**src/rtl/msg512_unpack_if.sv**
```systemverilog
// Handshake bundle for msg512_unpack: padded-block input side and byte-stream output side.
interface msg512_unpack_if #(
  parameter int LEN_W = 6
);
  logic             block_valid;
  logic             block_ready;
  logic [511:0]     message_vector;
  logic             msg_valid;
  logic             msg_ready;
  logic [LEN_W-1:0] msg_address;
  logic [7:0]       msg_data;
  logic             unpack_done;
  logic             pad_error;
  logic [LEN_W-1:0] msg_length;

  modport master (
    output block_valid, message_vector, msg_ready,
    input  block_ready, msg_valid, msg_address, msg_data, unpack_done, pad_error, msg_length
  );

  modport slave (
    input  block_valid, message_vector, msg_ready,
    output block_ready, msg_valid, msg_address, msg_data, unpack_done, pad_error, msg_length
  );
endinterface

```
**src/rtl/msg512_unpack.sv**
```systemverilog
// Validates the padding of one 512-bit SHA-256 block and replays its message bytes as an
// (address, data) stream. Optional macro UNPACK_ZERO_CHECK_EN enforces an all-zero fill.
module msg512_unpack #(
  parameter int MSG_LENGTH = 55
) (
  input  logic           clock,
  input  logic           reset_n,
  msg512_unpack_if.slave bus
);
  localparam int LEN_W = $clog2(MSG_LENGTH);

  typedef enum logic [2:0] {IDLE, CHECK, EMIT, DONE, ERROR} state_t;

  state_t           state, nxt;
  logic [511:0]     blk, blk_n;
  logic [LEN_W-1:0] len, len_n, addr, addr_n;
  logic [7:0]       data, data_n;
  logic             valid, valid_n, ready, ready_n, done, done_n, perr, perr_n;
  logic [8:0]       marker;
  logic             bad;

  // Byte a sits MSB-first at bits [511-8a -: 8].
  function automatic logic [7:0] byte_at(input logic [511:0] b, input logic [LEN_W-1:0] a);
    logic [8:0] top;
    top = 9'(511 - 8 * int'(a));
    return b[top -: 8];
  endfunction

`ifdef UNPACK_ZERO_CHECK_EN
  function automatic logic fill_dirty(input logic [511:0] b, input logic [LEN_W-1:0] l);
    logic dirty;
    dirty = 1'b0;
    for (int i = LEN_W; i < 511; i++) begin
      if ((i <= 510 - 8 * int'(l)) && b[i]) begin
        dirty = 1'b1;
      end else begin
        dirty = dirty;
      end
    end
    return dirty;
  endfunction
`endif

  // Next-state and next-output logic
  always_comb begin
    nxt     = state;
    blk_n   = blk;
    len_n   = len;
    addr_n  = addr;
    data_n  = data;
    valid_n = valid;
    done_n  = 1'b0;
    perr_n  = perr;
    marker  = 9'(511 - 8 * int'(len));
`ifdef UNPACK_ZERO_CHECK_EN
    bad = (int'(len) > MSG_LENGTH) || (blk[marker] != 1'b1) || fill_dirty(blk, len);
`else
    bad = (int'(len) > MSG_LENGTH) || (blk[marker] != 1'b1);
`endif
    case (state)
      IDLE: begin
        if (bus.block_valid) begin
          blk_n  = bus.message_vector;
          len_n  = bus.message_vector[LEN_W-1:0];
          perr_n = 1'b0;
          nxt    = CHECK;
        end else begin
          nxt = IDLE;
        end
      end
      CHECK: begin
        if (bad) begin
          perr_n = 1'b1;
          done_n = 1'b1;
          nxt    = ERROR;
        end else if (len == '0) begin
          done_n = 1'b1;
          nxt    = DONE;
        end else begin
          addr_n  = '0;
          data_n  = byte_at(blk, '0);
          valid_n = 1'b1;
          nxt     = EMIT;
        end
      end
      EMIT: begin
        if (bus.msg_ready) begin
          if (addr == len - LEN_W'(1)) begin
            valid_n = 1'b0;
            done_n  = 1'b1;
            nxt     = DONE;
          end else begin
            addr_n = addr + LEN_W'(1);
            data_n = byte_at(blk, addr + LEN_W'(1));
            nxt    = EMIT;
          end
        end else begin
          nxt = EMIT;
        end
      end
      DONE:    nxt = IDLE;
      ERROR:   nxt = IDLE;
      default: nxt = IDLE;
    endcase
    ready_n = (nxt == IDLE);
  end

  // State and registered outputs, synchronous active-low reset
  always_ff @(posedge clock) begin
    if (!reset_n) begin
      state <= IDLE;
      blk   <= '0;
      len   <= '0;
      addr  <= '0;
      data  <= 8'h00;
      valid <= 1'b0;
      ready <= 1'b1;
      done  <= 1'b0;
      perr  <= 1'b0;
    end else begin
      state <= nxt;
      blk   <= blk_n;
      len   <= len_n;
      addr  <= addr_n;
      data  <= data_n;
      valid <= valid_n;
      ready <= ready_n;
      done  <= done_n;
      perr  <= perr_n;
    end
  end

  assign bus.block_ready = ready;
  assign bus.msg_valid   = valid;
  assign bus.msg_address = addr;
  assign bus.msg_data    = data;
  assign bus.unpack_done = done;
  assign bus.pad_error   = perr;
  assign bus.msg_length  = len;
endmodule

```
**src/flat_wrapper.sv**
```systemverilog
// flat-port wrapper written by rule: the top's interface ports become plain ports
module msg512_unpack_flat 
#(
  parameter int MSG_LENGTH = 55
)
  (clock, reset_n, bus_block_valid, bus_message_vector, bus_msg_ready, bus_block_ready, bus_msg_valid, bus_msg_address, bus_msg_data, bus_unpack_done, bus_pad_error, bus_msg_length);
  msg512_unpack_if #(.LEN_W(($clog2(55)))) bus_i ();
  input  logic clock;
  input  logic reset_n;
  input wire logic [$bits(bus_i.block_valid)-1:0] bus_block_valid;
  input wire logic [$bits(bus_i.message_vector)-1:0] bus_message_vector;
  input wire logic [$bits(bus_i.msg_ready)-1:0] bus_msg_ready;
  output wire logic [$bits(bus_i.block_ready)-1:0] bus_block_ready;
  output wire logic [$bits(bus_i.msg_valid)-1:0] bus_msg_valid;
  output wire logic [$bits(bus_i.msg_address)-1:0] bus_msg_address;
  output wire logic [$bits(bus_i.msg_data)-1:0] bus_msg_data;
  output wire logic [$bits(bus_i.unpack_done)-1:0] bus_unpack_done;
  output wire logic [$bits(bus_i.pad_error)-1:0] bus_pad_error;
  output wire logic [$bits(bus_i.msg_length)-1:0] bus_msg_length;
  assign bus_i.block_valid = bus_block_valid;
  assign bus_i.message_vector = bus_message_vector;
  assign bus_i.msg_ready = bus_msg_ready;
  assign bus_block_ready = bus_i.block_ready;
  assign bus_msg_valid = bus_i.msg_valid;
  assign bus_msg_address = bus_i.msg_address;
  assign bus_msg_data = bus_i.msg_data;
  assign bus_unpack_done = bus_i.unpack_done;
  assign bus_pad_error = bus_i.pad_error;
  assign bus_msg_length = bus_i.msg_length;
  msg512_unpack #(.MSG_LENGTH(MSG_LENGTH)) u_core (.clock(clock), .reset_n(reset_n), .bus(bus_i));
endmodule
```
**config.mk**
```make
export PLATFORM = sky130hd
export DESIGN_NAME = msg512_unpack_flat
export DESIGN_NICKNAME = d
export VERILOG_FILES = /design/src/rtl/msg512_unpack_if.sv /design/src/rtl/msg512_unpack.sv /design/src/flat_wrapper.sv
export SDC_FILE = /design/constraint.sdc
export NUM_CORES = 1
export LEC_CHECK = 0
export CORE_ASPECT_RATIO = 2
export CORE_MARGIN = 2
export CORE_UTILIZATION = 24
export CTS_CLUSTER_SIZE = 40
export DETAILED_ROUTE_END_ITERATION = 6
export SYNTH_ARGS = -nofsm -noshare
export SYNTH_HDL_FRONTEND = slang
export SYNTH_SLANG_ARGS = --single-unit
export TNS_END_PERCENT = 5
```
**constraint.sdc**
```tcl
create_clock -name clock -period 2.2 [get_ports clock]
set_input_delay 0.44 -clock clock [delete_from_list [all_inputs] [get_ports clock]]
set_output_delay 0.44 -clock clock [all_outputs]
set_load 0.02 [all_outputs]
```
==> impl_table.tex, run 1 <==
\begin{tabular}{lr}
\hline
Metric & Value \\
\hline
\multicolumn{2}{l}{\textbf{Floorplan}} \\
\quad Vertical extent of the die & 447 microns \\
\quad Core box area & 0.0973 sq mm \\
\quad Top-level port count & 540 \\
\quad Row cnt & 162 \\
\quad Die ar. & 0.101 sq mm \\
\quad Initial core utilization & 0.242 \\
\quad Die X-Extent & 226 microns \\
\multicolumn{2}{l}{\textbf{Synthesis}} \\
\quad Most common cell in the netlist & nand2\_1 \\
\quad Top cell types by occurrence after synthesis & nand2\_1 (1,092), dfxtp\_1 (533), a21oi\_1 (528) \\
\quad Cells taking the most area after synthesis & dfxtp\_1 (45\%), nand2\_1 (17\%), mux4\_2 (12\%), a21oi\_1 (11\%), clkbuf\_1 (2.8\%) \\
\quad Number of synthesized register bits & 533 \\
\quad Prevailing post-synth register cell & dfxtp\_1 \\
\quad Syn\_area\_per\_cell & 8.56 sq um \\
\quad Syn nets & 3,270 \\
\quad Warning count from the yosys run & 0 \\
\quad Area share of the largest cell type after synthesis & 0.453 \\
\quad Synthesized instance count & 2,751 \\
\quad Distinct cell type count after synthesis & 66 \\
\quad Fraction of the yosys area taken by sequential cells & 0.453 \\
\quad Cell taking the most area after synthesis & dfxtp\_1 \\
\quad Number of enable-type register cells in the synthesized netlist & 0 \\
\quad Async set-or-reset flop fraction in the synthesized netlist & 0 \\
\quad Synthesized cell area & 0.0236 sq mm \\
\multicolumn{2}{l}{\textbf{Routing}} \\
\quad Number of nets with antenna violations after detailed routing & 0 \\
\quad Drt wl/cell & 21.3 microns \\
\quad Total via count in the routed design & 21,900 \\
\quad Average vias per placed instance & 4.76 \\
\quad Total wire length after detailed routing & 97.9 mm \\
\quad DRC Markers & 0 \\
\quad TritonRoute pass-1 iters & 6 \\
\quad First DRT Iteration DRCs & 1,561 \\
\multicolumn{2}{l}{\textbf{Power}} \\
\quad Worst IR Drop VDD & 623 uV \\
\quad Leakage dissipation & 12.3 nW \\
\quad Power per standard cell area & 746 mW/mm\^{}2 \\
\multicolumn{2}{l}{\textbf{Finish}} \\
\quad Fraction of final layout cells with drive strength greater than 1 & 0.151 \\
\quad Final core occ & 0.349 \\
\quad Synthesis-to-finish area growth & 44.3\% \\
\quad Net count of the finished layout & 3,832 \\
\quad Final cell count without fillers & 4,601 \\
\multicolumn{2}{l}{\textbf{GRT}} \\
\quad Number of global-route vias before repair & 21,700 \\
\quad Largest net degree at the start of global routing & 110 \\
\quad Total gr overflow & 0 \\
\quad Wire length of the first global-routing pass & 138 mm \\
\quad Total routing usage reported by global routing & 0.186 \\
\quad Antenna violations before repair & 41 \\
\multicolumn{2}{l}{\textbf{Worst setup path}} \\
\quad Max FO, Critical Path & 11 \\
\quad Startpoint of the worst setup timing path & u\_core.bus.msg\_address[0]\$\_SDFFE\_PN0P\_ \\
\quad Setup slack on the worst flop-to-flop path & -0.27 ns \\
\quad Worst setup path class & reg2reg \\
\quad Crit Reg-Reg Startpoint & u\_core.bus.msg\_address[0]\$\_SDFFE\_PN0P\_ \\
\quad Req. time, crit path & 2.71 ns \\
\quad Crit path launch type & flip-flop \\
\quad Worst reg2reg path depth & 9 \\
\quad Data arrival time of the worst path & 2.99 ns \\
\quad Kind of capture point of the worst setup path & flip-flop \\
\multicolumn{2}{l}{\textbf{Timing}} \\
\quad Max Clock Skew & 0.0339 ns \\
\quad Final Slew Violations & 0 \\
\quad Highest Clock Rate & 405 MHz \\
\quad Total setup violations reported at the end of the flow & 16 \\
\quad Worst-margin pin slew & 0.501 ns \\
\quad Worst Hold Slack & 0.371 ns \\
\quad Setup TNS & -2.48 ns \\
\quad Setup repair after global routing missed its margin & true \\
\quad Worst slew margin relative to its limit & 0.666 \\
\quad Fin. Hold Viols & 0 \\
\quad Final period utilization & 1.12 \\
\quad Minimum period implied by the final worst setup slack & 2.47 ns \\
\quad Crit path setup slack, layout & -0.272 ns \\
\multicolumn{2}{l}{\textbf{Placement}} \\
\quad Placement Setup Slack & -0.489 ns \\
\quad Number of buffer cells added on primary ports & 539 \\
\quad Routability congestion estimate from global placement & 0.871 \\
\quad Number of placed instances with taps included & 4,463 \\
\quad Hpwl dp & 75.1 mm \\
\multicolumn{2}{l}{\textbf{CTS}} \\
\quad Num CTS Buffers & 52 \\
\quad Maximum count of clock buffers along a single path & 3 \\
\quad Buffer type at the clock tree root & clkbuf\_16 \\
\quad CTS tree & done \\
\quad H-tree depth & 2 \\
\quad Clock transition at the registers of the reported paths & 0.07 ns \\
\quad Number of hold-repair buffers added at the cts stage & 0 \\
\quad Clock Sinks & 533 \\
\quad Worst-skew pair later-pin latency & 0.62 ns \\
\multicolumn{2}{l}{\textbf{Min path}} \\
\quad Hold path start & bus\_message\_vector[384] \\
\quad Instance count along the most critical hold path & 3 \\
\quad Path type of the worst min-delay path & in2reg \\
\multicolumn{2}{l}{\textbf{Outcome}} \\
\quad Status & complete, but fails checks \\
\quad Violations in the final reports & negative setup slack \\
\multicolumn{2}{l}{\textbf{Run}} \\
\quad Number of maximum-capacitance violations & 0 \\
\hline
\end{tabular}
==> metrics by stage <==
stage	power, mW	cell area, sq um
global placement	15.8	31500
detailed placement	15.8	31500
floorplan	13.3	23600
finish	25.4	34000
global route	26.4	34000
CTS	25.6	33600
==> path summary, 6_finish.rpt <==
path                                              end
setup / recovery  u_core.bus.msg_data[4]$_SDFFE_PN0P_
hold reg to reg          u_core.blk[485]$_SDFFE_PN0P_
hold / removal           u_core.blk[384]$_SDFFE_PN0P_
setup reg to reg  u_core.bus.msg_data[4]$_SDFFE_PN0P_
==> layout by cell type, fill, tap and decap left out, drive strengths merged, types with 6 or more instances in the layout <==
master,count
a211o,9
a21oi,531
a31oi,6
a32oi,16
buf,195
bufinv,6
clkbuf,71
clkdlybuf4s50,527
clkinv,10
clkinvlp,8
dfxtp,533
diode,17
dlygate4sd2,10
inv,12
mux2,12
mux2i,38
mux4,138
nand2,1094
nand3,29
nor2,15
nor3,6
nor3b,6
o22ai,16
o32ai,8
xnor2,7
xor2,9
==> flip-flops by register name (all words and copies together) (netlist names) <==
| name | count |
|---|---|
| u_core.blk | 507 |
| u_core.bus.msg_data | 8 |
| u_core.bus.msg_address | 6 |
| u_core.bus.msg_length | 5 |
| u_core.state | 3 |
| u_core.bus.block_ready | 1 |
| u_core.bus.msg_valid | 1 |
| u_core.bus.pad_error | 1 |
| u_core.bus.unpack_done | 1 |
==> critical path: stages, from the launching register on <==
cell and delay (ns):
dfxtp_4 0.39, ha_4 0.37, buf_12 0.13, buf_12 0.13, mux4_2 0.37, mux2i_2 0.21, o22ai_2 0.13, a211o_1 0.36
a32oi_1 0.18, o32ai_1 0.10
==> report_power, final <==
part           leakage, nW  switching (mW)  internal [mW]
clock network        0.891            4.18           5.53
registers             4.38           0.530           10.4
logic                 6.99            2.38           2.29
total                 12.3            7.09           18.3
==> routing by layer <==
| layer | track usage | share of wire |
|---|---|---|
| met2 | 0.322 | 0.49 |
| met3 | 0.0385 | 0.069 |
| met5 | 0 | 0.0016 |
| met1 | 0.212 | 0.38 |
| met4 | 0.101 | 0.055 |
==> repair_timing <==
item | in CTS | in global routing
pin swaps | 3 | 19
cloned | 3 | 6
setup endpoints to repair | 32 | 22
gates resized for setup | 52 | 35
setup buffers | 1 | 22
==> final cells by class <==
| class | count | area, sq um |
|---|---|---|
| sequential | 533 | 10700 |
| clock buffer | 65 | 1480 |
| multi-input combinational | 1980 | 12000 |
| clock inverter | 30 | 357 |
| antenna | 17 | 42.5 |
| inverter | 6 | 30.0 |
| fill | 9930 | 63300 |
| timing repair buffer | 740 | 7840 |
| tap | 1230 | 1540 |
==> kinds of logic (layout without fill, tap and decap cells) <==
family | Yosys count | count (layout) | synth area share
AND/OR/NAND/NOR | 1167 | 1167 | 0.193
XOR/XNOR | 16 | 16 | 0.00738
multiplexers | 188 | 188 | 0.156
flip-flops | 533 | 533 | 0.453
AO/OA/AOI/OAI | 606 | 606 | 0.141
buffers and inverters | 238 | 841 | 0.0483
adder cells (fa/ha/maj) | 3 | 3 | 0.00159
other | 0 | 17 | 0
Power figures use the tool's default switching activity.
==> run 2, diff against run 1 <==
--- a/config.mk
+++ b/config.mk
@@ -10,6 +10,8 @@
 export CORE_UTILIZATION = 24
 export CTS_CLUSTER_SIZE = 40
 export DETAILED_ROUTE_END_ITERATION = 6
+export HOLD_SLACK_MARGIN = 0.15
+export SKIP_CTS_REPAIR_TIMING = 1
 export SYNTH_ARGS = -nofsm -noshare
 export SYNTH_HDL_FRONTEND = slang
 export SYNTH_SLANG_ARGS = --single-unit
==> constraint.sdc (replaced) <==
create_clock -name clock -period 2.2 [get_ports clock]
set_input_delay 0.33 -clock clock [delete_from_list [all_inputs] [get_ports clock]]
set_output_delay 0.33 -clock clock [all_outputs]
set_load 0.02 [all_outputs]
==> run 2 against run 1 <==
  * Via count down 0.73%
  * Register-to-register slack lost 0.02 ns
  * Combinational power hardly changed
  * Core utilization about the same
  * Die area did not move
  * Clock skew shrank 0.017 ns
  * Final cell count shrank 0.26%
  * Wire length rose by 0.30%
  * Hold slack got worse by 0.11 ns
  * Total power hardly changed
  * Global-route usage decreased by 0.093 points
  * The run still ends with negative setup slack left
  * Critical path type unchanged
==> impl_table.tex, run 2 (synthesis results as in run 1) <==
\begin{tabular}{lr}
\hline
Metric & Value \\
\hline
\multicolumn{2}{l}{\textbf{Floorplan}} \\
\quad Die ar. & 0.101 sq mm (unchanged) \\
\quad Row cnt & 162 (unchanged) \\
\quad Top-level port count & 540 (unchanged) \\
\quad Vertical extent of the die & 447 microns (unchanged) \\
\quad Die X-Extent & 226 microns (unchanged) \\
\quad Initial core utilization & 0.242 (unchanged) \\
\quad Core box area & 0.0973 sq mm (unchanged) \\
\multicolumn{2}{l}{\textbf{GRT}} \\
\quad Wire length of the first global-routing pass & 137 mm (-0.36\%) \\
\quad Largest net degree at the start of global routing & 111 (+0.91\%) \\
\quad Total gr overflow & 0 (unchanged) \\
\quad Antenna violations before repair & 37 (-9.8\%) \\
\quad Total routing usage reported by global routing & 0.185 (-0.000934) \\
\quad Number of global-route vias before repair & 21,700 (+0.046\%) \\
\multicolumn{2}{l}{\textbf{Worst setup path}} \\
\quad Biggest cell delay along the critical path & 0.39 ns (about the same) \\
\quad Crit path launch type & flip-flop \\
\quad Setup slack on the worst flop-to-flop path & -0.30 ns (-0.02 ns) \\
\quad Crit Reg-Reg Startpoint & u\_core.bus.msg\_address[0]\$\_SDFFE\_PN0P\_ \\
\quad Startpoint of the worst setup timing path & u\_core.bus.msg\_address[0]\$\_SDFFE\_PN0P\_ \\
\quad Cell Chain, Critical Path & ha\_4 > buf\_12 > buf\_12 > clkbuf\_16 > mux4\_2 > mux2\_4 > a211o\_1 > a32oi\_1 > o32ai\_1 \\
\quad Master of the slowest instance on the critical path & dfxtp\_4 \\
\quad Worst reg2reg path depth & 9 (unchanged) \\
\quad Data arrival time of the worst path & 2.99 ns (about the same) \\
\quad Worst setup path class & reg2reg \\
\quad Req. time, crit path & 2.70 ns (about the same) \\
\quad Cell with the most instances on the worst path & buf\_12 \\
\quad Crit path to & u\_core.bus.msg\_data[7]\$\_SDFFE\_PN0P\_ \\
\quad Max FO, Critical Path & 6 (-5) \\
\quad Kind of capture point of the worst setup path & flip-flop \\
\quad Reg-to-reg endpoint & u\_core.bus.msg\_data[7]\$\_SDFFE\_PN0P\_ \\
\multicolumn{2}{l}{\textbf{Timing}} \\
\quad Fin. Hold Viols & 0 (unchanged) \\
\quad Worst-margin pin slew & 0.560 ns (+0.0594 ns) \\
\quad Final period utilization & 1.13 (+0.0110) \\
\quad Highest Clock Rate & 401 MHz (-0.97\%) \\
\quad Total setup violations reported at the end of the flow & 14 (-2) \\
\quad Setup repair after global routing missed its margin & true \\
\quad Setup TNS & -2.35 ns (+0.134 ns) \\
\quad Max Clock Skew & 0.0165 ns (-0.0174 ns) \\
\quad Crit path setup slack, layout & -0.296 ns (-0.0243 ns) \\
\quad Worst slew margin relative to its limit & 0.627 (-0.0396) \\
\quad Minimum period implied by the final worst setup slack & 2.50 ns (+0.0243 ns) \\
\quad Final Slew Violations & 0 (unchanged) \\
\multicolumn{2}{l}{\textbf{Power}} \\
\quad Power per standard cell area & 747 mW/mm\^{}2 (+0.10\%) \\
\quad Worst IR Drop VDD & 525 uV (-16\%) \\
\quad Post-layout power & 25.4 mW (about the same) \\
\quad Leakage dissipation & 12.3 nW (+0.33\%) \\
\multicolumn{2}{l}{\textbf{CTS}} \\
\quad Clock transition at the registers of the reported paths & 0.07 ns (about the same) \\
\quad H-tree depth & 2 (unchanged) \\
\quad Buffer type at the clock tree root & clkbuf\_16 \\
\quad Worst-skew pair later-pin latency & 0.61 ns (about the same) \\
\quad Maximum count of clock buffers along a single path & 3 (unchanged) \\
\quad Num CTS Buffers & 52 (unchanged) \\
\quad Clock Sinks & 533 (unchanged) \\
\quad CTS tree & done \\
\multicolumn{2}{l}{\textbf{Placement}} \\
\quad Number of placed instances with taps included & 4,457 (-0.13\%) \\
\quad Hpwl dp & 75.4 mm (+0.39\%) \\
\quad Number of buffer cells added on primary ports & 539 (unchanged) \\
\quad Placement Setup Slack & -0.391 ns (+0.0978 ns) \\
\quad Area after detailed placement & 0.0315 sq mm (+0.18\%) \\
\quad Routability congestion estimate from global placement & 0.862 (-1.0\%) \\
\multicolumn{2}{l}{\textbf{Outcome}} \\
\quad Status & complete, but fails checks \\
\quad Violations in the final reports & negative setup slack \\
\multicolumn{2}{l}{\textbf{Finish}} \\
\quad Finished layout cell area & 0.0340 sq mm (about the same) \\
\quad Largest reg by FF count & u\_core.blk \\
\quad Max reg flops & 507 (unchanged) \\
\quad Total of fill cells in the finished design & 9,980 (+0.50\%) \\
\quad Net count of the finished layout & 3,819 (-0.34\%) \\
\quad Final cell count without fillers & 4,589 (-0.26\%) \\
\quad Synthesis-to-finish area growth & 44.2\% (about the same) \\
\quad Top library cells by usage in the layout, fill and taps aside & nand2\_1 (1,092), clkdlybuf4s50\_1 (531), dfxtp\_1 (528), a21oi\_1 (526), mux4\_2 (129) \\
\quad Fraction of final layout cells with drive strength greater than 1 & 0.142 (-0.00865) \\
\quad Leading cell type in the layout, fill and taps excluded & nand2\_1 \\
\multicolumn{2}{l}{\textbf{Routing}} \\
\quad Total via count in the routed design & 21,800 (-0.73\%) \\
\quad TritonRoute pass-1 iters & 5 (-1) \\
\quad Number of nets with antenna violations after detailed routing & 0 (unchanged) \\
\quad Drt wl/cell & 21.4 microns (+0.57\%) \\
\quad First DRT Iteration DRCs & 1,405 (-10\%) \\
\quad Total wire length after detailed routing & 98.2 mm (+0.30\%) \\
\quad Average vias per placed instance & 4.74 (-0.47\%) \\
\quad DRC Markers & 0 (unchanged) \\
\multicolumn{2}{l}{\textbf{Min path}} \\
\quad Path type of the worst min-delay path & in2reg \\
\multicolumn{2}{l}{\textbf{Run}} \\
\quad Number of maximum-capacitance violations & 0 (unchanged) \\
\hline
\end{tabular}
-- run 2: power breakdown --
group	leakage, nW	internal (mW)	total, mW	switching [mW]
clock network	0.891	5.56	9.73	4.16
registers	4.38	10.5	11.0	0.526
logic	7.03	2.28	4.66	2.38
-- run 2: worst min-delay path by stage --
stage / cells past startpoint / end / slack (ns) / from
3_5_place_dp: 2 / u_core.blk[44]$_SDFFE_PN0P_ / 0.44 / u_core.blk[44]$_SDFFE_PN0P_
2_1_floorplan: 2 / u_core.blk[126]$_SDFFE_PN0P_ / 0.43 / u_core.blk[126]$_SDFFE_PN0P_
6_report: 3 / u_core.blk[466]$_SDFFE_PN0P_ / 0.26 / bus_message_vector[466]
3_3_place_gp: 2 / u_core.blk[80]$_SDFFE_PN0P_ / 0.44 / u_core.blk[80]$_SDFFE_PN0P_
5_1_grt: 3 / u_core.blk[96]$_SDFFE_PN0P_ / 0.25 / bus_message_vector[96]
4_1_cts: 3 / u_core.blk[466]$_SDFFE_PN0P_ / 0.22 / bus_message_vector[466]
-- run 2: worst max-delay path, delay by kind of cell (launching register included) --
family	cells	cell delay, ns
buf+inv	3	0.41
flops	1	0.39
fa+ha+maj	1	0.29
mux	2	0.64
compound gates	3	0.64
-- run 2: routing by layer --
layer / track usage / share of wire / up-vias
li1: - / - / 10500
met4: 0.0997 / 0.052 / 16
met3: 0.0367 / 0.068 / 196
met1: 0.208 / 0.38 / 10300
met5: 0 / 0.00097 / -
met2: 0.325 / 0.50 / 783
-- run 2: metrics by stage --
step,util,hold WS [ns]
global route,0.349,0.248
CTS,0.343,0.221
detailed placement,0.324,0.443
global placement,0.324,0.439
finish,0.349,0.260
floorplan,-,0.432
-- run 2: cell type report --
| type | count | area (sq um) | area share |
|---|---|---|---|
| diodes | 19 | 47.5 | 0.00140 |
| clock buffers | 64 | 1420 | 0.0417 |
| clock inverters | 30 | 403 | 0.0119 |
| inverters | 6 | 30.0 | 0.000884 |
| multi-input cells | 1980 | 11900 | 0.352 |
| flip-flops and latches | 533 | 10700 | 0.315 |
| well taps | 1230 | 1540 | 0.0453 |
| repair buffers | 727 | 7900 | 0.233 |
